==> src/rtl/branch_cmp_pipe.sv <==
// Two-stage branch comparator with valid/ready handshake, flush and async reset.
// Optional statistics counters (total_cnt/taken_cnt) are built when CMP_STATS_EN is defined.
module branch_cmp_pipe #(
   parameter int WIDTH = 32,
   parameter int TAG_W = 5,
   parameter int CNT_W = 16
) (
   input  logic             clk,
   input  logic             reset,
   input  logic             flush,
   input  logic             in_valid,
   output logic             in_ready,
   input  logic [WIDTH-1:0] rd1,
   input  logic [WIDTH-1:0] rd2,
   input  logic [2:0]       cmp_op,
   input  logic [TAG_W-1:0] tag,
   output logic             out_valid,
   input  logic             out_ready,
   output logic             out_taken,
   output logic [TAG_W-1:0] out_tag
`ifdef CMP_STATS_EN
   ,
   output logic [CNT_W-1:0] total_cnt,
   output logic [CNT_W-1:0] taken_cnt
`endif
);

   // Ops 010..101 look only at rd1; signed forms treat the MSB as the sign bit.
   function automatic logic cmp_taken_f(input logic [2:0] op,
                                        input logic [WIDTH-1:0] a,
                                        input logic [WIDTH-1:0] b);
      logic res_v;
      case (op)
         3'b000:  res_v = (a == b);
         3'b001:  res_v = (a != b);
         3'b010:  res_v = a[WIDTH-1] || (a == {WIDTH{1'b0}});
         3'b011:  res_v = !a[WIDTH-1] && (a != {WIDTH{1'b0}});
         3'b100:  res_v = a[WIDTH-1];
         3'b101:  res_v = !a[WIDTH-1];
         3'b110:  res_v = ($signed(a) < $signed(b));
         3'b111:  res_v = (a < b);
         default: res_v = 1'b0;
      endcase
      return res_v;
   endfunction

   logic             s1_valid_r;
   logic [WIDTH-1:0] s1_rd1_r;
   logic [WIDTH-1:0] s1_rd2_r;
   logic [2:0]       s1_op_r;
   logic [TAG_W-1:0] s1_tag_r;
   logic             s2_valid_r;
   logic             s2_taken_r;
   logic [TAG_W-1:0] s2_tag_r;

   logic s2_adv_s;
   logic s1_load_s;
   logic s1_taken_s;

   // Handshake decode: S2 can take S1 when empty or when its result is leaving.
   always_comb begin
      s2_adv_s   = 1'b0;
      s1_load_s  = 1'b0;
      in_ready   = 1'b0;
      s1_taken_s = 1'b0;
      if (s1_valid_r) begin
         s2_adv_s = !s2_valid_r || out_ready;
      end else begin
         s2_adv_s = 1'b0;
      end
      in_ready   = !s1_valid_r || s2_adv_s;
      s1_load_s  = in_valid && in_ready;
      s1_taken_s = cmp_taken_f(s1_op_r, s1_rd1_r, s1_rd2_r);
   end

   // Stage valid bits; flush beats every load, including the one accepted this cycle.
   always_ff @(posedge clk or posedge reset) begin
      if (reset) begin
         s1_valid_r <= 1'b0;
         s2_valid_r <= 1'b0;
      end else if (flush) begin
         s1_valid_r <= 1'b0;
         s2_valid_r <= 1'b0;
      end else begin
         if (s1_load_s) begin
            s1_valid_r <= 1'b1;
         end else if (s2_adv_s) begin
            s1_valid_r <= 1'b0;
         end
         if (s2_adv_s) begin
            s2_valid_r <= 1'b1;
         end else if (out_ready) begin
            s2_valid_r <= 1'b0;
         end
      end
   end

   // Stage 1 operand capture.
   always_ff @(posedge clk or posedge reset) begin
      if (reset) begin
         s1_rd1_r <= {WIDTH{1'b0}};
         s1_rd2_r <= {WIDTH{1'b0}};
         s1_op_r  <= 3'b000;
         s1_tag_r <= {TAG_W{1'b0}};
      end else if (s1_load_s) begin
         s1_rd1_r <= rd1;
         s1_rd2_r <= rd2;
         s1_op_r  <= cmp_op;
         s1_tag_r <= tag;
      end
   end

   // Stage 2 result; holds while the consumer stalls.
   always_ff @(posedge clk or posedge reset) begin
      if (reset) begin
         s2_taken_r <= 1'b0;
         s2_tag_r   <= {TAG_W{1'b0}};
      end else if (s2_adv_s) begin
         s2_taken_r <= s1_taken_s;
         s2_tag_r   <= s1_tag_r;
      end
   end

   assign out_valid = s2_valid_r;
   assign out_taken = s2_taken_r;
   assign out_tag   = s2_tag_r;

`ifdef CMP_STATS_EN
   localparam logic [CNT_W-1:0] CNT_ONE = {{(CNT_W-1){1'b0}}, 1'b1};

   function automatic logic [CNT_W-1:0] sat_inc_f(input logic [CNT_W-1:0] cnt);
      logic [CNT_W-1:0] res_v;
      if (cnt == {CNT_W{1'b1}}) begin
         res_v = cnt;
      end else begin
         res_v = cnt + CNT_ONE;
      end
      return res_v;
   endfunction

   logic [CNT_W-1:0] total_cnt_r;
   logic [CNT_W-1:0] taken_cnt_r;

   // Consumption statistics; only reset clears them, flush leaves them alone.
   always_ff @(posedge clk or posedge reset) begin
      if (reset) begin
         total_cnt_r <= {CNT_W{1'b0}};
         taken_cnt_r <= {CNT_W{1'b0}};
      end else if (s2_valid_r && out_ready) begin
         total_cnt_r <= sat_inc_f(total_cnt_r);
         if (s2_taken_r) begin
            taken_cnt_r <= sat_inc_f(taken_cnt_r);
         end
      end
   end

   assign total_cnt = total_cnt_r;
   assign taken_cnt = taken_cnt_r;
`endif

endmodule

==> config.mk <==
export PLATFORM = sky130hd
export DESIGN_NAME = branch_cmp_pipe
export DESIGN_NICKNAME = d
export VERILOG_FILES = /design/src/rtl/branch_cmp_pipe.sv
export SDC_FILE = /design/constraint.sdc
export NUM_CORES = 1
export LEC_CHECK = 0
export CAP_MARGIN = 20
export CORE_ASPECT_RATIO = 1.1
export CORE_MARGIN = 3
export CORE_UTILIZATION = 50
export CTS_BUF_LIST = sky130_fd_sc_hd__clkbuf_8 sky130_fd_sc_hd__clkbuf_16
export DETAILED_ROUTE_END_ITERATION = 10
export PLACE_DENSITY = 0.85
export SLEW_MARGIN = 20
export SYNTH_ARGS = -nofsm -noshare
export SYNTH_HDL_FRONTEND = slang
export SYNTH_SLANG_ARGS = --single-unit
==> constraint.sdc <==
create_clock -name clk -period 3.4 [get_ports clk]
set_input_delay 0.68 -clock clk [delete_from_list [all_inputs] [get_ports clk]]
set_output_delay 0.68 -clock clk [all_outputs]
set_load 0.005 [all_outputs]
# Word-level counts from Yosys, hierarchy flattened
# Cells that the tools add are included.
# totals
register_bits	80
latchBits	0
mem_bits_rw	0
mem_bits_ro	0
wordCells	40
mem_count	0
# op_classes
addsub	0
multipliers	0
div_mod_pow	0
magnitude_cmp	2
n_eq_ne	9
shifts	0
mux	8
n_bitwise	0
n_reduce_logical	13
# ops
cell	count
32-bit less-than comparator	2
32-bit equality test	1
32-bit logical NOT	1
32-bit != test	1
32-bit nonzero test	1
3-bit equality test (second input constant)	4
1-bit case mux with 8 select lines	1
1-bit 2-to-1 mux	7
3-bit by 2-bit equality test with 1-bit output (second input constant)	2
3-bit nonzero test	2
3-bit by 1-bit equality test with 1-bit output (second input constant)	1
1-bit logical NOT	3
3-bit logical NOT	1
1-bit logical OR	3
1-bit logical AND	2

# Depth between registers and ports, before layout
# logic_depth
word_depth	7
mapped_depth	8
mapped_depth_nobuf	8

# Least setup slack after synthesis
# No wires, ideal clock.
# synth_path
path_type	reg-to-reg
start	reg s1_rd1_r[31]
end	reg s2_taken_r, in the netlist out_taken
setup_time_ps	133
arrival_ps	1813
t_required_ps	3267
path_slack_ps	1453
path_stages_with_launch	8
path_buffers	0
period_less_slack_ps	1947
cell_sequence	dfrtp_1 > ha_1 > nand4_1 > or3_4 > nor3_4 > a311oi_1 > a211oi_1 > a31oi_1
# synth_via
elab_chain_cells	3
word_cells_on_any_way	10
cone_classes	order compare: 2; eq/ne: 2; mux: 1; reduce/logical: 5
# synth_lines
item	line	source
start: declaration	48	logic [WIDTH-1:0] s1_rd1_r;
start signal: assignment	101	s1_rd1_r <= {WIDTH{1'b0}};
start signal: assignment	106	s1_rd1_r <= rd1;
parallel branches: the longest is 2 deep, another holds 32-bit less-than comparator	n/a	
1-bit case mux with 8 select lines (*)	33	case (op)
end signal: assignment	119	s2_taken_r <= s1_taken_s;
end: declaration	53	logic s2_taken_r;
# Every way passes the cells marked *.
# A chain may end at the register's enable or synchronous reset.

# Worst setup path after layout
# layout_path
start	in out_ready
end	out in_ready
# layout_via
elab_chain_cells	3
# layout_lines
item	line	source
start: declaration	18	input logic out_ready,
1-bit logical OR	67	s2_adv_s = !s2_valid_r || out_ready;
1-bit 2-to-1 mux	66	if (s1_valid_r) begin
1-bit logical OR	71	in_ready = !s1_valid_r || s2_adv_s;
end: declaration	12	output logic in_ready,
# No other way between the ends.

==> qor.txt <==
Area Overhead vs Synth: 29.3%
Final antenna-violating net count: 0
Commonest non-fill, non-tap cell in the layout: clkdlybuf4s50_1
Cell Pwr Density: 445 mW/mm2
FP Rows: 33
Drt pass-1 iters: 4
Multi-input logic area: 0.00177 mm2
Clock Sinks: 80
CTS tree: built
Post-Syn Instances: 315
Syn avg cell area: 12.5 um2
Pin count of the biggest net entering global routing: 73
CP endpoint kind: output pin
Fillers: 583
CP Max Fanout: 4
CP max stage cell: clkdlybuf4s50_1
Worst path bufs/invs: 2
Via density: 5.21
Area leader, netlist: dfrtp_1
Hold Vio Cnt, Final: 0
Most frequent CP cell: clkdlybuf4s50_1
Data arrival, critical path: 1.89 ns
Clk_skew: 0.00744 ns
Post-DR wirelength/cell: 15.1 um
R2R Setup Slk: 1.20 ns
Worst min path class: flip-flop to flip-flop
Resized cells post-CTS: 0
Top-area cell type share of the netlist area: 50.7%
Clock latency on the worst-skew pair: 0.35 ns
GRT Util Overall: 18.4%
Number of DRC markers in iteration 0: 123
Max Fclk: 388 MHz
Ports: 85
Startpoint Class: input port
Measured slew at the worst slew-check pin: 0.653 ns
Fin crit share: 75.7%
Cell variety after synth: 32
Post-synth top flop: dfrtp_1
Seq. cell area: 0.00200 mm2
Wire length of the first global-routing pass: 13.2 mm
WL final: 7.74 mm
Relative slew slack: 56.4%
Status: complete, no violations
Clock root cell: clkbuf_8
Layout Nets: 512
Min-Delay Endpoint: s1_tag_r[4]$_DFFE_PP0P_
Initial antenna violation count: 0
Placed insts: 497
Leakage power: 2.28 nW
Max Cap Violations: 0
Minimum clock period: 2.57 ns
Via count: 2,672
Die height: 99.2 um
Critical Path RT: 2.72 ns
FF-to-FF End: out_taken$_DFFE_PP0P_
Synthesis warning total: 0
Clk slew on worst S/H paths: 0.08 ns
# hold bufs at CTS: 0
Flop and latch count out of synthesis: 80
Ranking of synthesized cells by area: dfrtp_1, mux2_2, ha_1
Hold Path Depth: 1
Worst path cell trace: clkdlybuf4s50_1 > nor2b_1 > nand2_1 > clkdlybuf4s50_1
Slowest Stage Delay on Critical Path: 0.48 ns
Num CTS Buffers: 9
RSZ-0062 raised after global routing: no
Sequential area share after synthesis: 50.7%
Dpl hpwl: 5.79 mm
R2R cell count: 7
Fin cells: 513
DR DRC count: 0
# setup viols final: 0
Max Slew Vio Count: 0
Ys async rst share: 100%
Crit path kind: input port to output pin
Worst reg2reg startpoint: s1_rd1_r[31]$_DFFE_PP0P_
Antenna diodes: 0
TNS Setup: 0 ns
# Post-CTS Setup Buffers: 0
Layout cells sized above 1: 25.2%
Post-Syn Area: 0.00395 mm2
VDD IR max: 253 uV
Placeable Area: 0.00756 mm2
Buffers on Ports: 84
DIE WIDTH: 90.7 um
RePlAce Congestion: 0.840
Syn Nets: 424
Delay-heaviest family, CP: buffers and inverters
Commonest cells after routing, fill and taps aside: clkdlybuf4s50_1, dfrtp_1, mux2_2
GR Overflow Total: 0
Initial Utilization: 52.2%
Number of flops mapped to enable cells by yosys: 0
Number of global-route vias before repair: 2,927
Min-Delay Startpoint: s1_tag_r[4]$_DFFE_PP0P_
Htree depth: 3
Die Area: 0.00900 mm2
CTS Buffer Depth: 2
WP depth: 4
metal layers:
metal | track usage, % | up-vias | part of all wire (%)
met5 | 0 | - | 0
met4 | 7.30 | 0 | 1.8
met3 | 5.30 | 13 | 5.6
met2 | 31.0 | 64 | 51
met1 | 22.6 | 1302 | 42
li1 | - | 1293 | -
cells by family after synthesis:
group,Yosys count,share of synthesized area (%)
DFF,80,50.7
muxes,78,22.3
and+or+nand+nor,47,7.01
buffers and inverters,45,4.57
AOI/OAI and AO/OA,32,5.07
adders and majority gates,32,10.1
xor gates and xnor gates,1,0.222
cells in the mapped netlist (all sizes together), types with 3 or more instances:
cell type,number
o21ai,5
nand3,3
nor4,8
ha,32
mux2,78
dfrtp,80
buf,8
nor2,7
nand4,7
nand2,13
inv,36
a21oi,15
sequential cells by signal, indices dropped and copies added, names as in the netlist:
signal	count
s1_valid_r	1
out_tag	5
s1_op_r	3
s1_tag_r	5
out_valid	1
s1_rd2_r	32
s1_rd1_r	32
out_taken	1
area by class of cell:
| class | instances | share of cell area [%] |
|---|---|---|
| flip-flops and latches | 80 | 39.2 |
| inverters | 36 | 2.67 |
| repair buffers | 86 | 17.3 |
| clock buffers | 11 | 2.97 |
| multi-input cells | 190 | 34.6 |
| well taps | 105 | 2.58 |
| clock inverters | 5 | 0.638 |
power by group:
group | total [W] | internal (W) | switching (W) | leakage [nW]
Clock | 0.000642 | 0.000302 | 0.000340 | 0.0927
Combinational | 0.000494 | 0.000294 | 0.000199 | 1.25
Sequential | 0.00114 | 0.00106 | 0.0000758 | 0.937
Total | 0.00227 | 0.00166 | 0.000615 | 2.28
worst max path at each step:
stage | startpoint | end | slack [ns]
floorplan | reset | out_tag[0]$_DFFE_PP0P_ | 0.67
global placement | out_ready | in_ready | 0.89
detailed placement | out_ready | in_ready | 0.82
CTS | out_ready | in_ready | 0.81
global route | out_ready | in_ready | 0.74
finish | out_ready | in_ready | 0.83
stage by stage:
step                      hold WS [ns]  utilization [%]  total power [W]  instance area [um2]  worst slack [ns]
after global placement           0.481             65.1          0.00162                 4920             0.886
after floorplan                  0.475                -          0.00144                 3950             0.668
final                            0.506             67.5          0.00227                 5100             0.826
after CTS                        0.511             67.5          0.00230                 5100             0.815
after detailed placement         0.492             65.1          0.00165                 4920             0.824
after global routing             0.521             67.5          0.00241                 5100             0.735
Note: power is estimated with default switching activity, not from simulation.
